`config.mk`:
```
export PLATFORM = sky130hd
export DESIGN_NAME = bit_serial_add_ctrl
export DESIGN_NICKNAME = d
export VERILOG_FILES = /design/src/rtl/bit_serial_add_ctrl.sv
export SDC_FILE = /design/constraint.sdc
export NUM_CORES = 1
export LEC_CHECK = 0
export CAP_MARGIN = 20
export CORE_MARGIN = 1
export CORE_UTILIZATION = 45
export CTS_CLUSTER_SIZE = 12
export DETAILED_ROUTE_END_ITERATION = 12
export HOLD_SLACK_MARGIN = 0.02
export MAX_ROUTING_LAYER = met4
export PLACE_DENSITY_LB_ADDON = 0.12
export SLEW_MARGIN = 20
export SYNTH_ARGS = -nofsm -noshare
export SYNTH_HDL_FRONTEND = slang
export SYNTH_SLANG_ARGS = --single-unit
```
`constraint.sdc`:
```
create_clock -name clk -period 1.8 [get_ports clk]
set_input_delay 0.36 -clock clk [delete_from_list [all_inputs] [get_ports clk]]
set_output_delay 0.36 -clock clk [all_outputs]
set_load 0.05 [all_outputs]
```
`src/rtl/bit_serial_add_ctrl.sv`:
```
// Bit-serial add/subtract controller: streams two WIDTH-bit operands LSB first
// through a single full-adder cell, carrying between cycles in a flip-flop.

module full_add_cell (
    input  logic a,
    input  logic b,
    input  logic cin,
    output logic sum,
    output logic cout
);
    assign sum  = a ^ b ^ cin;
    assign cout = (a & b) | (cin & (a ^ b));
endmodule

module bit_serial_add_ctrl #(
    parameter int WIDTH = 8
) (
    input  logic             clk,
    input  logic             rst_n,
    input  logic             start,
    input  logic             sub,
    input  logic [WIDTH-1:0] a,
    input  logic [WIDTH-1:0] b,
    output logic             busy,
    output logic             done,
    output logic [WIDTH-1:0] sum,
    output logic             cout,
    output logic             ovf
);
    localparam int CW = (WIDTH > 2) ? $clog2(WIDTH) : 1;
    localparam logic [CW-1:0] LAST_BIT = CW'(WIDTH - 1);

    typedef enum logic [1:0] {
        IDLE = 2'd0,
        RUN  = 2'd1,
        DONE = 2'd2
    } state_t;

    state_t state_reg;
    state_t state_next;

    logic [WIDTH-1:0] a_sh_reg;
    logic [WIDTH-1:0] b_sh_reg;
    logic [WIDTH-1:0] res_sh_reg;
    logic [WIDTH-1:0] sum_reg;
    logic [CW-1:0]    cnt_reg;
    logic             carry_reg;
    logic             msb_cin_reg;
    logic             cout_reg;

    logic cell_sum;
    logic cell_cout;
    logic accept;
    logic step;
    logic last;

    full_add_cell u_cell (
        .a    (a_sh_reg[0]),
        .b    (b_sh_reg[0]),
        .cin  (carry_reg),
        .sum  (cell_sum),
        .cout (cell_cout)
    );

    assign accept = start && ((state_reg == IDLE) || (state_reg == DONE));
    assign step   = (state_reg == RUN);
    assign last   = step && (cnt_reg == LAST_BIT);

    always_ff @(posedge clk or negedge rst_n) begin
        if (!rst_n) begin
            state_reg <= IDLE;
        end else begin
            state_reg <= state_next;
        end
    end

    always_comb begin
        state_next = IDLE;
        case (state_reg)
            IDLE:    state_next = start ? RUN : IDLE;
            RUN:     state_next = (cnt_reg == LAST_BIT) ? DONE : RUN;
            DONE:    state_next = start ? RUN : IDLE;
            default: state_next = IDLE;
        endcase
    end

    // Subtraction is a + ~b + 1: the inverted operand is loaded and the
    // initial carry is seeded with sub.
    always_ff @(posedge clk or negedge rst_n) begin
        if (!rst_n) begin
            a_sh_reg    <= '0;
            b_sh_reg    <= '0;
            res_sh_reg  <= '0;
            cnt_reg     <= '0;
            carry_reg   <= 1'b0;
            msb_cin_reg <= 1'b0;
            sum_reg     <= '0;
            cout_reg    <= 1'b0;
        end else if (accept) begin
            a_sh_reg   <= a;
            b_sh_reg   <= sub ? ~b : b;
            carry_reg  <= sub;
            cnt_reg    <= '0;
            res_sh_reg <= '0;
        end else if (step) begin
            a_sh_reg   <= a_sh_reg >> 1;
            b_sh_reg   <= b_sh_reg >> 1;
            carry_reg  <= cell_cout;
            res_sh_reg <= {cell_sum, res_sh_reg[WIDTH-1:1]};
            cnt_reg    <= cnt_reg + 1'b1;
            if (last) begin
                msb_cin_reg <= carry_reg;
                sum_reg     <= {cell_sum, res_sh_reg[WIDTH-1:1]};
                cout_reg    <= cell_cout;
            end
        end
    end

    // msb_cin and cout are captured together, so their XOR is the overflow flag
    // and holds exactly as long as the other result registers.
    assign busy = (state_reg == RUN);
    assign done = (state_reg == DONE);
    assign sum  = sum_reg;
    assign cout = cout_reg;
    assign ovf  = msb_cin_reg ^ cout_reg;

endmodule

```
# Word-level counts from Yosys, hierarchy flattened
# Cells that the tools add are included.
# op_classes
n_addsub,1
eq_ne,3
muxes,14
n_bitwise,8
n_reduce_logical,7
# op_table
cell,n
8-bit 2-to-1 mux,7
8-bit NOT,1
3-bit 2-to-1 mux,2
2-bit one-hot mux with 2 select lines,1
3-bit by 1-bit adder with 3-bit output (second input constant),1
3-bit == test (second input constant),1
1-bit 2-to-1 mux,3
3-bit AND reduction,1
1-bit XOR,3
1-bit bitwise AND,2
2-bit by 1-bit == test with 1-bit output (second input constant),1
2-bit == test (second input constant),1
1-bit logical AND,2
2-bit logical NOT,1
2-bit 2-to-1 mux,1
2-bit nonzero test,1
2-bit OR reduction,1
1-bit logical OR,1
1-bit NOT,1
1-bit OR,1
# totals
ff_bits,40
out_inout_bits,12

# Longest topological paths before layout
# Gate-level depths: netlist of the first run.
# logic_depth
ltp_word,5
ltp_mapped,5
ltp_nobuf,4

# By module
# A second synthesis of the first run with hierarchy kept.
# unflattened
cells_unflattened,128
area_unflattened_um2,1783.0
# by_module_without_submodules
mod,instances,cells_each,area_per_inst_um2
bit_serial_add_ctrl,1,127,1762.9
full_add_cell,1,1,20.0

# Least setup slack after synthesis of the first run
# OpenSTA, ideal clock, no wires.
# synth_path
path_kind,reg2out
from,"reg cout_reg, in the netlist cout"
to,out ovf
arrival_ns,1.447
path_slack_ns,-0.007
stages_incl_launch_ff,2
path_buffers,0
cell_sequence,dfrtp_1 xor2_1
# synth_via
elab_chain_len,1
# synth_lines
element,line_no,text
"start, declared",49,logic cout_reg;
"start signal, assigned",114,cout_reg <= cell_cout;
1-bit XOR,125,assign ovf = msb_cin_reg ^ cout_reg;
"end, declared",28,output logic ovf
# Every way passes these cells.

# Worst setup path after layout of the first run
# layout_path
from,reg state_reg[0]
to,out busy
# layout_via
elab_chain_len,1
# layout_lines
element,line_no,text
"start, declared",39,state_t state_reg;
"start signal, assigned",73,state_reg <= state_next;
2-bit by 1-bit == test with 1-bit output,121,assign busy = (state_reg == RUN);
"end, declared",24,"output logic busy,"
# Every way passes these cells.

==> summary.txt, run 1 <==
Run status
  • Outcome: complete, no violations

Setup path
  • Crit path to: busy
  • Critical Path Fanout Max: 16
  • Crit path kind: register to output pin
  • Reg-to-reg slack, setup: 0.17 ns
  • Critical Path RT: 1.44 ns
  • Critical path capture point type: output pin
  • Reg2reg start: cnt_reg[0]
  • Reg2reg path depth: 4
  • Reg2reg end: sum[1]
  • Critical path startpoint category: register
  • Crit path arrival time: 1.31 ns
  • Worst setup startpoint: state_reg[0]

STA
  • Setup TNS: 0 ns
  • Fmax: 599.0 MHz
  • Post-layout min period: 1.669 ns
  • RSZ-0062 raised after global routing: false
  • Relative slew slack: 0.5049
  • Skew final: 0.003246 ns
  • Slew Limit Fails: 0
  • Tcrit/Tclk final: 0.9274
  • Hold Worst Slack: 0.1187 ns
  • Least-Margin Pin Slew: 0.7419 ns
  • Final Hold Viols: 0
  • Number of setup violations in the final report: 0

CTS
  • Clock Path Buffers: 2
  • Clk root buf: clkbuf_8
  • Htree depth: 2
  • TritonCTS Buffers: 5
  • CTS Hold Buffers Added: 0
  • Clk pin slew, worst setup/hold paths: 0.07 ns
  • # resized after CTS: 0
  • Worst-Skew Late Latency: 0.28 ns
  • Post CTS Setup Buffer Count: 0
  • Total clock sinks: 39
  • CTS tree: done

Global routing
  • GRT busiest layer: met2
  • Total gr overflow: 0
  • GR Util met1: 0.1908
  • Gr usage total: 0.1636
  • Initial antenna violation count: 0
  • First-pass GRT wire length: 4795 um
  • Largest net degree at the start of global routing: 40
  • Met3 Use GR: 0.04348
  • Vias in the first global route: 1093
  • M2 GR Usage: 0.2620

Pwr
  • Reg power frac: 0.381
  • Worst VDD drop: 0.6359 mV
  • Lkg Pwr: 1.056 nW
  • Power density cells: 1863 mW/mm^2
  • P_sw: 1.548 mW
  • Switching part of the total: 0.3898
  • Clock power frac: 0.137
  • Comb pwr share: 0.482
  • Total power draw: 3.972 mW
  • Int Pwr: 2.423 mW

Synthesis
  • Post-synth top area share: 0.5731
  • Sequential element share of the synthesized area: 0.5731
  • Post-synthesis instance total: 129
  • Leading area contributor after synthesis: dfrtp_1
  • Post-synth top flop: dfrtp_1
  • EDFF count, synth: 0
  • Share of flip-flops with an asynchronous set or reset: 1.000
  • Syn nets: 152
  • Mean post-synth cell area: 13.20 sq um
  • Post-Syn Area: 0.001703 sq mm
  • Area contributors post-synth: dfrtp_1, a22o_1, mux2_2
  • Flop and latch count out of synthesis: 39
  • Number of synthesis warnings: 0
  • Synth cell types: 22

Final layout
  • Register area: 975.9 sq um
  • Post-layout net count: 185
  • Layout cell share with drive strength beyond 1: 0.2331
  • Most frequent cells in the layout: dfrtp_1, a22o_1, clkdlybuf4s50_1
  • P&R area growth vs syn: 25.20%
  • Most common cell after layout, fill and taps aside: dfrtp_1
  • Antenna cells: 0
  • Fillers: 306
  • Final Instance Count excl. Fillers: 209
  • Footprint of the multi-input gates: 659.4 sq um

Floorplan
  • Core ar.: 0.003468 sq mm
  • Die ar.: 0.004034 sq mm
  • Initial Util: 0.4910
  • Top Ports: 32
  • Horiz. Die Dim: 63.52 um
  • Die height: 63.52 um
  • FP Rows: 21

Placement
  • PortBufs: 31
  • Placer Congestion: 0.6836
  • DP HPWL: 1983 um
  • DP Cell Count: 201

Detailed routing
  • Wire per inst: 13.12 um
  • Starting DRC count in detailed routing: 53
  • DR vias: 1052
  • Final ANT Viol Nets: 0
  • Detailed Routing Iterations Pass 1: 4
  • Routed Wire Length: 2742 um
  • Remaining DRCs: 0
  • Vias/cell: 5.033

Flow run
  • Max-cap check violation count: 0

Min path
  • Worst Hold Class: primary input to async pin
==> kinds of logic after synthesis <==
logic type,share of synthesized area
flops,0.5731
xor+xnor,0.04629
fa+ha+maj,0.02645
simple gates,0.04336
mux,0.1139
compound gates,0.1528
buf+inv,0.04408
==> how the worst min path moves through the flow <==
stage | startpoint | end | cells past startpoint
2_1_floorplan | rst_n | a_sh_reg[0] | 0
3_3_place_gp | rst_n | sum[5] | 2
3_5_place_dp | rst_n | sum[5] | 2
4_1_cts | rst_n | sum[5] | 2
5_1_grt | rst_n | sum[7] | 2
6_report | rst_n | sum[7] | 2
==> Yosys cell counts, drive strengths merged, types with 2 or more instances <==
cell,number
buf,9
mux2i,7
nor2,2
dfrtp,39
nand2,8
xor2,8
o21ai,8
ha,2
inv,2
mux2,11
a22o,18
nor2b,2
a21o,7
==> cell type report <==
| cell class | instances | share of cell area |
|---|---|---|
| clock buffer | 7 | 0.03580 |
| clock inverter | 1 | 0.002347 |
| inverter | 2 | 0.003521 |
| multi-input combinational | 78 | 0.3093 |
| sequential | 39 | 0.4577 |
| tap | 46 | 0.02700 |
| timing repair buffer | 36 | 0.1643 |
==> routing by layer <==
metal | share of wire | wire [um]
met1 | 0.45 | 1228
met2 | 0.49 | 1342
met3 | 0.046 | 125
met4 | 0.017 | 46
met5 | 0 | 0
==> critical path, cell delays in order (launching register included) <==
cell	delay (ns)
dfrtp_1	0.38
nor2b_4	0.20
buf_4	0.27
buf_12	0.17
==> stage by stage <==
step	area, sq um	setup slack [ns]	utilization
global route	2132	0.03573	0.6147
global placement	2051	-0.03063	0.5913
CTS	2132	0.1109	0.6147
finish	2132	0.1306	0.6147
detailed placement	2051	-0.07445	0.5913
floorplan	1710	0.2438	-
==> power by group through the flow <==
stage	registers [mW]	clock network, mW	logic [mW]
after floorplan	1.80	0	1.14
after global placement	1.51	0	1.90
after detailed placement	1.53	0	1.94
after CTS	1.52	0.561	1.94
after global routing	1.56	0.613	2.07
final	1.51	0.545	1.91
Power figures use the tool's default switching activity.
==> inputs of run 2 (changes only) <==
- CAP_MARGIN: 20 -> unset
==> results of run 2 <==
Same layout as run 1: the final DEF is identical, and so are final timing and power.
